**config.mk**
```make
export PLATFORM = sky130hd
export DESIGN_NAME = mem_port_arbiter
export DESIGN_NICKNAME = d
export VERILOG_FILES = /design/src/rtl/mem_port_arbiter.sv
export SDC_FILE = /design/constraint.sdc
export NUM_CORES = 1
export LEC_CHECK = 0
export ABC_AREA = 1
export CAP_MARGIN = 10
export CORE_MARGIN = 2
export CORE_UTILIZATION = 57
export DETAILED_ROUTE_END_ITERATION = 8
export DONT_BUFFER_PORTS = 1
export PLACE_DENSITY_LB_ADDON = 0.12
export SYNTH_ARGS = -nofsm -noshare
export SYNTH_HDL_FRONTEND = slang
export SYNTH_SLANG_ARGS = --single-unit
```
**constraint.sdc**
```tcl
create_clock -name clk -period 1.4 [get_ports clk]
set_input_delay 0.21 -clock clk [delete_from_list [all_inputs] [get_ports clk]]
set_output_delay 0.21 -clock clk [all_outputs]
set_load 0.02 [all_outputs]
```
**src/rtl/mem_port_arbiter.sv**
```systemverilog
// mem_port_arbiter
//   Shares one single-port unified memory between instruction fetch (I) and
//   data access (D) of a 5-stage MIPS pipeline. D has fixed priority over I.
//   Each access runs IDLE -> BUSY -> RESP. In BUSY the memory request is held
//   until m_ack, or until the watchdog aborts it after MAX_WAIT cycles.
//
// Handshakes:
//   Requester side: a requester raises *_req and holds it until its *_ready
//   pulse. *_ready is high for exactly one cycle, and the matching *_rdata is
//   valid in that cycle. *_rdata keeps that value until the next capture.
//   Memory side: m_req/m_we/m_addr/m_wdata are registered. They stay constant
//   while the access is outstanding. The memory answers with a one-cycle m_ack
//   that carries m_rdata. m_ack is ignored outside BUSY.
//
// Ports:
//   clk, reset                 clock, synchronous active-high reset
//   i_req, i_addr              fetch request and address
//   i_rdata, i_ready           fetched word and completion pulse
//   d_req, d_we, d_addr        data request, store flag and address
//   d_wdata                    store data
//   d_rdata, d_ready           load data (or memory data on a store) and pulse
//   m_req, m_we, m_addr        registered memory request, write enable, address
//   m_wdata                    registered memory write data
//   m_rdata, m_ack             memory read data and one-cycle completion
//   stall                      combinational pipeline stall
//   err                        sticky flag: some access was aborted
module mem_port_arbiter #(
  parameter int AW = 32,
  parameter int DW = 32,
  parameter int MAX_WAIT = 16,
  parameter logic [DW-1:0] ABORT_DATA = 32'hDEADBEEF
) (
  input  logic          clk,
  input  logic          reset,
  input  logic          i_req,
  input  logic [AW-1:0] i_addr,
  output logic [DW-1:0] i_rdata,
  output logic          i_ready,
  input  logic          d_req,
  input  logic          d_we,
  input  logic [AW-1:0] d_addr,
  input  logic [DW-1:0] d_wdata,
  output logic [DW-1:0] d_rdata,
  output logic          d_ready,
  output logic          m_req,
  output logic          m_we,
  output logic [AW-1:0] m_addr,
  output logic [DW-1:0] m_wdata,
  input  logic [DW-1:0] m_rdata,
  input  logic          m_ack,
  output logic          stall,
  output logic          err
);

  localparam logic [1:0] S_IDLE = 2'd0;
  localparam logic [1:0] S_BUSY = 2'd1;
  localparam logic [1:0] S_RESP = 2'd2;

  localparam logic [1:0] G_NONE = 2'd0;
  localparam logic [1:0] G_I    = 2'd1;
  localparam logic [1:0] G_D    = 2'd2;

  // The counter can reach MAX_WAIT, so it needs room for that value.
  localparam int CW = $clog2(MAX_WAIT + 1);
  // A BUSY cycle that starts with the counter at MAX_WAIT-1 is the last one
  // allowed. If m_ack is still low in that cycle, the access is aborted.
  localparam logic [CW-1:0] LAST_WAIT = CW'(MAX_WAIT - 1);

  logic [1:0]    state;
  logic [1:0]    grant;
  logic [CW-1:0] wait_cnt;

  // The data to capture on leaving BUSY. An ack wins over the watchdog,
  // even in the very cycle that the watchdog expires.
  logic [DW-1:0] resp_data;
  assign resp_data = m_ack ? m_rdata : ABORT_DATA;

  always_ff @(posedge clk) begin
    if (reset) begin
      state    <= S_IDLE;
      grant    <= G_NONE;
      wait_cnt <= '0;
      m_req    <= 1'b0;
      m_we     <= 1'b0;
      m_addr   <= '0;
      m_wdata  <= '0;
      i_ready  <= 1'b0;
      d_ready  <= 1'b0;
      i_rdata  <= '0;
      d_rdata  <= '0;
      err      <= 1'b0;
    end else begin
      case (state)
        S_IDLE: begin
          // D belongs to the older instruction, so it goes first.
          if (d_req) begin
            grant   <= G_D;
            m_addr  <= d_addr;
            m_we    <= d_we;
            m_wdata <= d_wdata;
            m_req   <= 1'b1;
            state   <= S_BUSY;
          end else if (i_req) begin
            grant   <= G_I;
            m_addr  <= i_addr;
            m_we    <= 1'b0;
            m_wdata <= '0;
            m_req   <= 1'b1;
            state   <= S_BUSY;
          end
        end
        S_BUSY: begin
          if (m_ack || (wait_cnt == LAST_WAIT)) begin
            m_req <= 1'b0;
            m_we  <= 1'b0;
            state <= S_RESP;
            if (grant == G_D) begin
              d_rdata <= resp_data;
              d_ready <= 1'b1;
            end else begin
              i_rdata <= resp_data;
              i_ready <= 1'b1;
            end
            if (!m_ack) begin
              err <= 1'b1;
            end
          end
          if (!m_ack) begin
            wait_cnt <= wait_cnt + 1'b1;
          end
        end
        S_RESP: begin
          // Requests are not sampled here. A requester that still holds req
          // in this cycle is not served a second time.
          i_ready  <= 1'b0;
          d_ready  <= 1'b0;
          wait_cnt <= '0;
          grant    <= G_NONE;
          state    <= S_IDLE;
        end
        default: begin
          state <= S_IDLE;
        end
      endcase
    end
  end

  assign stall = (i_req & ~i_ready) | (d_req & ~d_ready);

endmodule
```
Yosys cells after proc, flatten, opt, wreduce, memory -nomap -nowiden
Cells that the tools add are included.
{ "totals": {"ff_bits": 142, "latchBits": 0, "mem_bits_rw": 0, "rom_bits": 0, "inputBits": 134, "output_inout_bits": 134, "wordCells": 71, "mem_count": 0} }
{ "classes": {"addsub": 1, "n_mul": 0, "div_mod_pow": 0, "order_cmp": 0, "n_eq_ne": 9, "shifts": 0, "mux": 26, "bitwise": 7, "reduce_logical": 16} }
{ "op_table": {"columns": ["operator", "n"], "rows": [
  ["$mux W32", 5],
  ["$reduce_and A3 Y1", 6],
  ["$pmux W5 S2", 1],
  ["$mux W1", 9],
  ["$mux W2", 4],
  ["$ne A2 B2 Y1 const B", 4],
  ["$pmux W1 S2", 4],
  ["$pmux W2 S2", 2],
  ["$reduce_and A2 Y1", 4],
  ["$reduce_bool A2 Y1", 4],
  ["$add A5 B1 Y5 const B", 1],
  ["$eq A5 B4 Y1 const B", 1],
  ["$mux W5", 1],
  ["$eq A2 B2 Y1 const B", 2],
  ["$not A1 Y1", 4],
  ["$ne A3 B3 Y1 const B", 1],
  ["$and A1 B1 Y1", 2],
  ["$eq A2 B1 Y1 const B", 1],
  ["$logic_not A2 Y1", 1],
  ["$logic_or A1 B1 Y1", 1],
  ["$or A1 B1 Y1", 1]
]} }

Depth between registers and ports, before layout
Gate-level depths: netlist of the first run.
{ "logic_depth": {"ltp_word": 4, "ltp_mapped": 12, "depth_no_buf": 10} }

Worst setup path after synthesis of the first run
No wires, ideal clock.
{ "synth_path": {"path_kind": "reg-to-reg", "from": "register wait_cnt[0]", "to": "register d_rdata[20]", "setup_ns": 0.113, "t_arrival_ns": 1.463, "t_required_ns": 1.287, "path_slack_ns": -0.176, "path_stages_with_launch": 13, "synth_period_minus_slack_ns": 1.576, "path_cell_list": "dfxtp_1 > ha_1 > nand2_1 > nor2_1 > ha_1 > inv_1 > nand2_1 > nand2_2 > nor2_4 > buf_6 > buf_6 > nor2_1 > nor2_1"} }
{ "synth_via": {"elab_chain_cells": 3} }
{ "synth_rtl": {"columns": ["element", "line", "rtl"], "rows": [
  ["from (decl)", "71", "logic [CW-1:0] wait_cnt;"],
  ["from (signal assigned)", "129", "wait_cnt <= wait_cnt + 1'b1;"],
  ["$eq A5 B4 Y1", "113", "if (m_ack || (wait_cnt == LAST_WAIT)) begin"],
  ["$logic_or A1 B1 Y1", "113", null],
  ["$reduce_and A3 Y1 (no source line)", null, null],
  ["to (signal assigned)", "118", "d_rdata <= resp_data;"],
  ["to (decl)", "43", "output logic [DW-1:0] d_rdata,"]
]} }
No other way between the ends.
A chain may end at the register's enable or synchronous reset.

Worst setup path in the final report of the first run
{ "layout_path": {"from": "register wait_cnt[1]", "to": "register i_rdata[21]"} }
{ "layout_via": {"elab_chain_cells": 3} }
{ "layout_rtl": {"columns": ["element", "line", "rtl"], "rows": [
  ["$eq A5 B4 Y1", "113", null],
  ["$logic_or A1 B1 Y1", "113", null],
  ["$reduce_and A3 Y1 (no source line)", null, null],
  ["to (signal assigned)", "121", "i_rdata <= resp_data;"],
  ["to (decl)", "37", "output logic [DW-1:0] i_rdata,"]
]} }
No other way between the ends.

==> impl_metrics.yaml, run 1 <==
timing:
  fin_setup_tns_ps: -19730
  fin_hold_ws_ps: 36.9
  worst_slack_ps: -412
  fin_crit_sh: 1.29
  min_period_ps: 1810
  skew_ps: 10.9
  tightest_slew_ps: 576
  max_freq_mhz: 552
  rsz0062_at_grt: "true"
  finalSetupViolations: 69
  max_slew_margin: 0.616
  hold_viol_final: 0
  drv_slew: 0
critical_path:
  cp_data_arrival_time_ps: 2220
  path_class: "flip-flop to flip-flop"
  end_kind: "flip-flop"
  startpoint_type: "flip-flop"
  cp.required_ps: 1810
  cp_max_fo: 6
power_and_ir_drop:
  leakagePower_nw: 3.92
  p_total_mw: 11.2
  powerDensity_mw_per_mm2: 1270
  ir_worst_vdd_mv: 0.872
cells_and_area:
  area_growth_pct: 44.8
  antennaDiodeCount: 0
  drive_above_1_share: 0.149
  seq_area_mm2: 0.00285
  layout.nets: 1196
  multi_input_area_mm2: 0.00303
  fillers: 571
placement:
  io_buffers: 0
  routabilityCongestion: 0.872
  place_ws_ps: -261
  hpwlAfterDp_mm: 11.2
grt:
  first_global_vias: 6801
  globalRouteTotalUtil: 0.358
  grt-ovfl-total: 0
  antenna_found_initial: 0
  grt_max_degree: 63
  grt_pass1_wl_mm: 32.6
flow_run:
  maxCapViolCount: 0
clock_network:
  cts_sinks: 142
  clk_latency_ps: 510
  tritoncts: "built"
  cts_root_buf: "clkbuf_8"
  cts_max_level: 4
  cts_max_path_buffers: 2
  cts_inserted_buffers: 17
  clk_pin_slew_ps: 60
route:
  vias: 6922
  post_drt_via_cell_ratio: 5.74
  ant_nets: 0
  wl_per_cell_um: 18.9
  dr.first_iter.drc_count: 850
  drcViolationCount: 0
  firstDrtPassIters: 7
  wirelength_mm: 22.7
synthesis:
  yosysSeqAreaShare: 0.464
  syn-num-nets: 1058
  yosys-top-cells-area: "dfxtp_1, nand2_1, nor2_1, a21oi_1, nand3_1"
  synth_largest_area_cell: "dfxtp_1"
  synth.most_common_cell: "nand2_1"
  synth_cell_types: 20
  synthArstFlopShare: 0
  syn_area_mm2: 0.00612
  yosys-top-cells-count: "nand2_1, nor2_1, dfxtp_1, a21oi_1, inv_1"
  yosysTopAreaCellShare: 0.464
  synth_ff_type: "dfxtp_1"
  netlist_instances: 922
  yosys_warnings: 0
  synth_edf_count: 0
  syn_area_per_cell_um2: 6.64
  synth-seq-cells: 142
die:
  start_util: 0.590
  core-area_mm2: 0.0104
  dieArea_mm2: 0.0116
  die_y_um: 108
  chipWidth_um: 108
  io_pins: 268
  std_cell_rows: 37
hold_path:
  hp-class: "input pin to flip-flop"
outcome:
  failed_checks: "negative setup slack"
  status: "complete, but fails checks"
==> report_power, final <==
group	total, mW	switching (mW)	internal [mW]
clock	4.61	1.71	2.91
combinational	1.75	0.991	0.762
sequential	4.86	0.538	4.32
==> worst paths after layout <==
path	startpoint	to	slack (ps)	cells past startpoint
setup / recovery	wait_cnt[1]	i_rdata[21]	-410	11
hold / removal	d_addr[3]	m_addr[3]	40	4
setup reg to reg	wait_cnt[1]	i_rdata[21]	-410	11
hold reg to reg	grant[0]	grant[0]	510	2
==> cells in the final DEF, fill, tap and decap left out, types with 3 or more instances in the layout <==
cell,netlist,routed
a21oi_1,78,77
buf_12,0,10
buf_4,4,25
buf_6,4,7
bufinv_16,0,4
clkbuf_16,0,18
clkinv_2,1,4
dfxtp_1,142,140
dlygate4sd3_1,0,129
inv_1,78,77
inv_2,4,5
nand2_1,284,271
nand2_2,3,13
nand2_4,0,3
nand3_1,67,38
nand3_2,1,25
nand3_4,0,5
nor2_1,164,143
nor2_2,1,14
nor2_4,3,11
o21ai_0,34,33
==> metrics by stage <==
stage / util / area (µm²) / cells
2_1_floorplan: - / 6140 / 922
3_3_place_gp: 0.611 / 6340 / 1029
3_5_place_dp: 0.611 / 6340 / 1029
4_1_cts: 0.831 / 8610 / 1203
5_1_grt: 0.855 / 8860 / 1206
6_report: 0.855 / 8860 / 1206
==> sequential cells by signal, indices dropped and copies added, names as in the netlist, 2 cells and up <==
name      cells
m_addr       32
d_rdata      32
state         2
grant         2
wait_cnt      5
i_rdata      32
m_wdata      32
==> final cells by class <==
class | instances | area share
inverter | 83 | 0.0353
sequential | 142 | 0.321
clock inverter | 11 | 0.0189
clock buffer | 18 | 0.0483
timing repair buffer | 178 | 0.216
tap | 136 | 0.0192
multi-input combinational | 638 | 0.342
==> layer usage <==
layer,global-route usage,up-vias,wire length [µm]
met1,0.368,3160,7470
met5,0,-,0
met3,0.114,133,2510
met2,0.627,519,11500
li1,-,3110,-
met4,0.224,0,1280
==> cells by family (layout without fill, tap and decap cells) <==
family / after synthesis / in the layout / synth area share
AND/OR/NAND/NOR: 523 / 523 / 0.341
flip-flops: 142 / 142 / 0.464
buffers and inverters: 142 / 290 / 0.0981
AO/OA/AOI/OAI: 113 / 113 / 0.0926
adder cells (fa/ha/maj): 2 / 2 / 0.00409
==> worst max-delay path: stages (launching register included) <==
cell and delay, ps:
dfxtp_2 360, ha_4 150, nand2_4 60, nor2_4 130, ha_4 170, nor2_4 40, nor2_4 190, buf_6 190
clkbuf_16 160, nand3_1 100, nand2_1 120, nor2_1 50
==> timing repair <==
action                                  CTS  global route
hold buffers                            131             0
buffers inserted                         10             3
cloned                                    5             3
endpoints found under the hold margin   133             0
pin swaps                                 4            16
gates resized for setup                  31            64
endpoints found under the setup margin   69            87
No activity file was read; power rests on OpenSTA's default activity.
==> run 2: changes to the inputs <==
PLACE_DENSITY = 0.75   (was not set)
PLACE_DENSITY_LB_ADDON = not set   (was 0.12)
==> run 2 against run 1 <==
Effect of this change:
- the flow finishes with violations (design-rule violations, negative setup slack)
- register-to-register slack improved by 110 ps
- count of clock-buffer cells in the layout decreased by 1
- combinational power about the same
- worst hold slack got worse by 32 ps
- wire length decreased by 0.97%
- first-iteration DRC count decreased by 19%
==> impl_metrics.yaml, run 2 (synthesized netlist as in run 1, its figures left out) <==
placement:
  place_ws_ps: -207
  io_buffers: 0
  hpwlAfterDp_mm: 11.0
  routabilityCongestion: 0.868
  placed_cells: 1027
timing:
  drv_slew: 0
  min_period_ps: 1710
  max_freq_mhz: 586
  rsz0062_at_grt: "true"
  skew_ps: 10.2
  fin_crit_sh: 1.22
  worst_slack_ps: -306
  hold_viol_final: 0
  fin_hold_ws_ps: 4.75
  max_slew_margin: 0.763
  tightest_slew_ps: 355
  finalSetupViolations: 68
critical_path:
  worst_path_max_delay_cell: "dfxtp_2"
  cp_max_fo: 10
  end_kind: "flip-flop"
  cp_data_arrival_time_ps: 2130
  slowest_delay_ps: 350
  r2r_start: "wait_cnt[0]"
  cp_num_buf_inv: 2
  path_common_cell: "nor2_4"
  cp_cell_sequence: "ha_4, nand2_4, nor2_4, ha_4, nor2_4, nor2_4, buf_12, buf_6, nand3_1, nand2_1, nor2_1"
  startpoint_type: "flip-flop"
  path_class: "flip-flop to flip-flop"
  reg2reg_depth: 11
  timing.rr.end: "i_rdata[28]"
  crit_family: "simple AND/OR/NAND/NOR gates"
  r2r_slack_ps: -310
  cp.required_ps: 1820
cells_and_area:
  antennaDiodeCount: 0
  layout.nets: 1198
  drive_above_1_share: 0.141
  area_growth_pct: 44.1
  mostFrequentLayoutCell: "nand2_1"
  mostFrequentLayoutCells: "nand2_1, nor2_1, dfxtp_1"
  stdcell_count: 1211
die:
  dieArea_mm2: 0.0116
  io_pins: 268
  start_util: 0.590
  std_cell_rows: 37
  chipWidth_um: 108
  core-area_mm2: 0.0104
  die_y_um: 108
route:
  ant_nets: 0
  dr.first_iter.drc_count: 686
  firstDrtPassIters: 7
  wirelength_mm: 22.5
  post_drt_via_cell_ratio: 5.71
  drcViolationCount: 1
  wl_per_cell_um: 18.6
  vias: 6910
hold_path:
  hold_start: "m_ack"
  hold_depth: 4
  whs_endpoint: "state[0]"
  hp-class: "input pin to flip-flop"
grt:
  grt_max_degree: 81
  grt_pass1_wl_mm: 30.9
  first_global_vias: 6402
  grt-ovfl-total: 0
  antenna_found_initial: 0
  globalRouteTotalUtil: 0.336
flow_run:
  maxCapViolCount: 0
clock_network:
  cts_inserted_buffers: 17
  clk_pin_slew_ps: 70
  cts_root_buf: "clkbuf_8"
  cts_max_level: 4
  clk_latency_ps: 520
  tritoncts: "built"
  cts_max_path_buffers: 2
  cts_sinks: 142
power_and_ir_drop:
  powerDensity_mw_per_mm2: 1280
  leakagePower_nw: 3.91
  ir_worst_vdd_mv: 1.16
outcome:
  status: "complete, but fails checks"
  failed_checks: "design-rule violations, negative setup slack"
==> run 2: changes by cell type in the layout (fill, tap and decap cells not counted), sizes merged, moves of 2 or more <==
cell	change
clkinvlp	+2
clkbuf	+3
dlygate4sd3	+6
buf	-6
inv	+2
==> run 2: worst reg2reg max path: stages (launching register included) <==
cell,delay [ps]
dfxtp_2,350
ha_4,150
nand2_4,60
nor2_4,100
ha_4,170
nor2_4,50
nor2_4,170
buf_12,180
buf_6,160
nand3_1,100
nand2_1,110
nor2_1,40
==> run 2: what timing repair did <==
item	4_1_cts	5_1_grt
hold buffers	136	0
cloned	0	10
endpoints found under the hold margin	138	0
buffers inserted	4	4
pin swaps	9	15
endpoints found under the setup margin	69	84
gates resized for setup	16	58
==> run 2: worst max path at each step <==
| stage | depth (start not counted) | end | slack, ps | startpoint |
|---|---|---|---|---|
| floorplan | 12 | d_rdata[20] | -120 | wait_cnt[0] |
| global placement | 10 | i_rdata[15] | -130 | wait_cnt[0] |
| detailed placement | 11 | d_rdata[30] | -210 | wait_cnt[0] |
| CTS | 10 | i_rdata[7] | -170 | wait_cnt[0] |
| global route | 11 | i_rdata[28] | -360 | wait_cnt[0] |
| finish | 11 | i_rdata[28] | -310 | wait_cnt[0] |
==> run 2: layout make-up <==
class / instances / area, µm²
Multi-Input combinational cell: 638 / 2940
Sequential cell: 142 / 2850
Timing Repair Buffer: 180 / 1950
Fill cell: 540 / 1550
Clock buffer: 17 / 414
Inverter: 83 / 313
Clock inverter: 15 / 188
Tap cell: 136 / 170
==> run 2: through the flow <==
step	area, µm²	power (mW)	TNS, ps	utilization
2_1_floorplan	6140	5.75	-5140	-
3_3_place_gp	6320	5.99	-6950	0.610
3_5_place_dp	6320	6.03	-10490	0.610
4_1_cts	8380	10.9	-8060	0.808
5_1_grt	8820	11.6	-18810	0.851
6_report	8820	11.2	-14090	0.851
==> run 2: report_power, final <==
group	internal (mW)	leakage, nW	switching [mW]
registers	4.32	1.16	0.554
clock network	2.74	0.284	1.87
logic	0.792	2.46	0.973
total	7.85	3.91	3.40
==> run 2: per-layer routing <==
layer / track usage / share of wire / up-vias / wire length (µm)
met2: 0.587 / 0.51 / 489 / 11500
met3: 0.0969 / 0.094 / 138 / 2110
met5: 0 / 0 / - / 0
li1: - / - / 3143 / -
met4: 0.202 / 0.059 / 0 / 1330
met1: 0.358 / 0.34 / 3140 / 7620
==> run 3: changes to the inputs <==
CORE_AREA = 2 2 105 107   (was not set)
CORE_MARGIN = not set   (was 2)
CORE_UTILIZATION = not set   (was 57)
DIE_AREA = 0 0 107 109   (was not set)
PLACE_DENSITY = 0.74   (was 0.75)
SLEW_MARGIN = 10   (was not set)
clock period = 1.9 ns   (was 1.4 ns; I/O delays follow)
==> run 3 against run 2 <==
Effect of this change:
- the run now ends clean
- cell count fell by 9.8%
- first-iteration DRC count fell by 49%
- wire length fell by 26%
- critical endpoint is now d_rdata[16]
==> impl_metrics.yaml, run 3 (synthesized netlist as in run 1, its figures left out) <==
hold_path:
  whs_endpoint: "d_rdata[30]"
  hp-class: "input pin to flip-flop"
  hold_depth: 4
  hold_start: "m_rdata[30]"
critical_path:
  timing.rr.end: "d_rdata[16]"
  worst_path_max_delay_cell: "dfxtp_2"
  cp_num_buf_inv: 2
  path_common_cell: "nor2_1"
  cp.required_ps: 2350
  crit_family: "simple AND/OR/NAND/NOR gates"
  cp_max_fo: 7
  end_kind: "flip-flop"
  reg2reg_depth: 11
  r2r_slack_ps: 110
  cp_data_arrival_time_ps: 2230
  startpoint_type: "flip-flop"
  r2r_start: "wait_cnt[1]"
  path_class: "flip-flop to flip-flop"
  cp_cell_sequence: "ha_2, nand2_1, nor2_1, ha_2, inv_1, nand2_2, nand2_2, nor2_4, clkbuf_16, nor2_1, nor2_1"
  slowest_delay_ps: 340
cells_and_area:
  fillers: 909
  fin_area_mm2: 0.00724
  drive_above_1_share: 0.0756
  antennaDiodeCount: 0
  mostFrequentLayoutCells: "nand2_1, nor2_1, dfxtp_1"
  utilization: 0.683
  layout.nets: 1075
  area_growth_pct: 18.2
  mostFrequentLayoutCell: "nand2_1"
  stdcell_count: 1092
route:
  firstDrtPassIters: 5
  wirelength_mm: 16.6
  drcViolationCount: 0
  wl_per_cell_um: 15.2
  post_drt_via_cell_ratio: 5.27
  vias: 5750
  ant_nets: 0
  dr.first_iter.drc_count: 351
clock_network:
  cts_inserted_buffers: 17
  clk_latency_ps: 510
  cts_sinks: 142
  cts_root_buf: "clkbuf_8"
  tritoncts: "built"
  cts_max_path_buffers: 2
  clk_pin_slew_ps: 70
  cts_max_level: 4
flow_run:
  maxCapViolCount: 0
die:
  start_util: 0.577
  chipWidth_um: 107
  core-area_mm2: 0.0106
  die_y_um: 109
  std_cell_rows: 38
  io_pins: 268
  dieArea_mm2: 0.0117
placement:
  placed_cell_area_mm2: 0.00622
  routabilityCongestion: 0.865
  io_buffers: 0
  hpwlAfterDp_mm: 10.6
  place_ws_ps: 197
  placed_cells: 1018
grt:
  globalRouteTotalUtil: 0.272
  antenna_found_initial: 0
  grt_max_degree: 43
  grt-ovfl-total: 0
  grt_pass1_wl_mm: 25.3
  first_global_vias: 5360
timing:
  drv_slew: 0
  min_period_ps: 1790
  skew_ps: 12.5
  rsz0062_at_grt: "false"
  hold_viol_final: 0
  worst_slack_ps: 112
  fin_crit_sh: 0.941
  finalSetupViolations: 0
  max_slew_margin: 0.623
  fin_setup_tns_ps: 0
  fin_hold_ws_ps: 20.6
  max_freq_mhz: 559
  tightest_slew_ps: 564
power_and_ir_drop:
  leakagePower_nw: 3.26
  powerDensity_mw_per_mm2: 1040
  ir_worst_vdd_mv: 0.764
  p_total_mw: 7.50
outcome:
  status: "finished, final reports clean"
run 3: cell types whose count changed in the layout (fill, tap and decap cells not counted), sizes merged:
cell         before  now
buf              39   19
clkinv            6    4
clkbuf           23   22
dlygate4sd3     135   36
bufinv            3    0
inv              85   87
run 3: repair_timing:
item	CTS	global route
hold endpoints to repair	42	0
gates resized for setup	0	5
setup buffers	0	2
setup endpoints to repair	0	1
hold buffers	37	0
run 3: tightest hold or removal path, cell delays in order:
cell	delay, ps
nor2_1	30
nand3_1	70
nand2_1	40
nor2_1	70
run 3: routing by layer:
layer | part of all wire | vias to the layer above | global-route usage
met5 | 0 | - | 0
met4 | 0.036 | 0 | 0.145
met3 | 0.090 | 49 | 0.0789
met2 | 0.50 | 298 | 0.466
met1 | 0.37 | 2528 | 0.308
li1 | - | 2875 | -
run 3: power by group:
part	leakage [nW]	switching, mW	internal (mW)
Clock	0.263	1.32	1.73
Sequential	1.16	0.388	3.18
Combinational	1.83	0.542	0.335
Total	3.26	2.25	5.25
run 3: cell type report:
cell class	instances	area [µm²]	area share
Tap cell	140	175	0.0242
Sequential cell	142	2850	0.393
Timing Repair Buffer	57	657	0.0908
Inverter	83	313	0.0432
Clock buffer	20	455	0.0629
Multi-Input combinational cell	638	2690	0.372
Clock inverter	12	98.8	0.0137
run 3: how the worst max path moves through the flow:
| stage | cells after the start | endpoint | slack, ps | start |
|---|---|---|---|---|
| after floorplan | 12 | d_rdata[20] | 320 | wait_cnt[0] |
| after global placement | 9 | d_rdata[29] | 280 | wait_cnt[1] |
| after detailed placement | 11 | d_rdata[16] | 200 | wait_cnt[1] |
| after CTS | 11 | d_rdata[5] | 150 | wait_cnt[1] |
| after global routing | 11 | d_rdata[17] | 20 | wait_cnt[0] |
| final | 11 | d_rdata[16] | 110 | wait_cnt[1] |
==> RTL edit, RTL diff (config.mk and constraints of run 1) <==
Set the parameter `AW` to 64 (it was 32).
--- a/src/rtl/mem_port_arbiter.sv
+++ b/src/rtl/mem_port_arbiter.sv
@@ -26,5 +26,5 @@
 //   err                        sticky flag: some access was aborted
 module mem_port_arbiter #(
-  parameter int AW = 32,
+  parameter int AW = 64,
   parameter int DW = 32,
   parameter int MAX_WAIT = 16,
Interface: changed (resized d_addr, i_addr and m_addr); port bits go from 268 to 364. No check against the original RTL was run, so the function may have changed too.
==> RTL edit against run 1 <==
- the flow still finishes with violations (setup timing)
- cell count is 14% higher
- sequential share of layout area rose by 5.5 points
- non-clock buffer count is 97 lower
- area after synthesis increased by 26%
- setup slack better by 0.16 ns
- routed wire length increased by 1.5%
- power is 15% higher
- sequential cell count increased by 32
- worst hold slack lost 0.013 ns
- count of clock-buffer cells in the layout grew 1
- cell area is 4.6% higher
- critical path depth is the same
==> RTL edit: results <==
metrics = {
    "grt": {
        "largest_net_degree_at_the_start_of_global_routing": 67,
        "grt.met2_usage_pct": 49.4,
        "grt.met3_usage_pct": 9.43,
        "grt_first_pass_wirelength_mm": 34.5,
        "global_route.usage.total_pct": 30.0,
        "grt.met1_usage_pct": 35.4,
        "grt_antenna_before_repair": 0,
        "number_of_global_route_vias_before_repair": 6584,
    },
    "timing": {
        "fin_skew_ns": 0.0115,
        "finalWorstSetupSlack_ns": -0.255,
        "timing_worst_slew_pin_value_ns": 0.380,
        "finish_stage_setup_viols": 67,
    },
    "detailed_routing": {
        "avgRoutedWirePerCell_um": 16.8,
        "first_pass_iteration_count_of_the_detailed_router": 5,
        "routed_via_density": 5.43,
        "detail_route.iter0.violations": 592,
        "route.vias.total": 7476,
    },
    "finish": {
        "num-nets-final": 1387,
        "largest_register_ffs": 64,
        "registers.top_by_ff_count": "m_addr",
        "drive_above_1_share_pct": 13.9,
        "diode_count": 0,
    },
    "logic_synthesis": {
        "synth.top_cells.by_area": "sky130_fd_sc_hd__dfxtp_1 (45%), sky130_fd_sc_hd__nand2_1 (19%), sky130_fd_sc_hd__nor2_1 (9.6%)",
        "synth-warning-count": 0,
        "synthMuxAreaShare_pct": 0,
        "synth_xor_area_share_pct": 0,
        "synth_adder_area_share_pct": 0.325,
        "syn-instance-count": 1169,
        "synthTopCellsByCount": "sky130_fd_sc_hd__nand2_1 (382), sky130_fd_sc_hd__nor2_1 (197), sky130_fd_sc_hd__dfxtp_1 (174)",
        "synthesis.nets": 1369,
        "synth-async-reset-ratio_pct": 0,
        "synth.distinct_cells": 20,
        "ys_seq_area_share_pct": 45.2,
        "synth-compound-area-share_pct": 11.5,
    },
    "cts": {
        "clock_latency_ns": 0.43,
        "clock_path_buffers": 2,
        "clock-root-buffer": "sky130_fd_sc_hd__clkbuf_16",
        "total_cts_buffers": 17,
        "cts.clk_slew.worst_paths_ns": 0.06,
    },
    "worst_hold_path": {
        "holdCritPathClass": "input port to flip-flop",
    },
    "outcome": {
        "result_of_the_run": "finished, violations left",
        "violated_checks": "setup timing",
    },
    "placement": {
        "place.detailed.instances": 1301,
        "routability_congestion": 0.879,
        "placedInstanceArea_mm2": 0.00796,
        "port_buffers": 0,
        "post-dp-hpwl_mm": 15.3,
    },
    "power": {
        "power.leakage_nw": 4.17,
        "irDropWorstVdd_mv": 0.880,
    },
    "critical_path": {
        "worstPathMaxFanout": 7,
        "arrival_time_of_data_at_the_critical_path_endpoint_ns": 1.97,
    },
}
RTL edit: changes by cell type after synthesis, sizes merged:
cell | before | now
o21ai | 34 | 66
nor2 | 168 | 200
nand2 | 287 | 383
clkbuf | 24 | 26
inv | 82 | 83
a21oi | 78 | 110
buf | 35 | 56
dfxtp | 142 | 174
clkinv | 1 | 0
RTL edit: kinds of logic after synthesis:
| family | after synthesis |
|---|---|
| simple gates | 651 |
| compound gates | 177 |
| flops | 174 |
| buf+inv | 165 |
| fa+ha+maj | 2 |
RTL edit: worst max-delay path, stage by stage, from the launching register on:
cell and delay [ns]:
sky130_fd_sc_hd__dfxtp_2 0.35, sky130_fd_sc_hd__ha_4 0.15, sky130_fd_sc_hd__nand2_4 0.05, sky130_fd_sc_hd__nor2_4 0.12, sky130_fd_sc_hd__ha_4 0.15, sky130_fd_sc_hd__inv_2 0.04
sky130_fd_sc_hd__nand2_4 0.07, sky130_fd_sc_hd__buf_6 0.10, sky130_fd_sc_hd__nand3_4 0.15, sky130_fd_sc_hd__clkbuf_16 0.23, sky130_fd_sc_hd__nor2_1 0.09, sky130_fd_sc_hd__nor2_1 0.04
RTL edit: final cells by class:
class	count	area [µm²]
inverters	83	313
repair buffers	81	925
multi-input cells	830	3700
clock buffers	19	443
fillers	1144	3970
flip-flops and latches	174	3490
clock inverters	13	188
well taps	176	220
RTL edit: stage by stage:
step	hold WS (ns)	worst slack [ns]	TNS, ns
final	0.0239	-0.255	-12.12
after global routing	0.0381	-0.331	-17.98
after CTS	0.0113	-0.202	-11.02
after detailed placement	0.280	-0.196	-10.42
after global placement	0.280	-0.171	-8.75
after floorplan	0.353	-0.164	-6.79
RTL edit: power breakdown:
| group | switching (mW) | internal [mW] |
|---|---|---|
| Combinational | 1.07 | 0.707 |
| Sequential | 0.777 | 5.33 |
| Clock | 1.98 | 3.05 |
RTL edit: worst paths after layout:
check | start | end | cells after the start | slack [ns]
min reg2reg | wait_cnt[4] | wait_cnt[4] | 2 | 0.49
min | d_req | grant[0] | 3 | 0.02
max reg2reg | wait_cnt[1] | i_rdata[29] | 11 | -0.26
max | wait_cnt[1] | i_rdata[29] | 11 | -0.26
RTL edit: metal layers:
metal | part of all wire [%] | vias up
met5 | 0 | -
met4 | 4.3 | 0
met3 | 8.6 | 71
met2 | 48 | 373
met1 | 39 | 3361
li1 | - | 3671
RTL edit: repair_timing:
action	in CTS	in global routing
hold buffers	36	0
pin swaps	3	24
resized for setup	13	54
cloned	0	3
endpoints found under the setup margin	68	71
hold endpoints to repair	42	0
buffers inserted	3	1
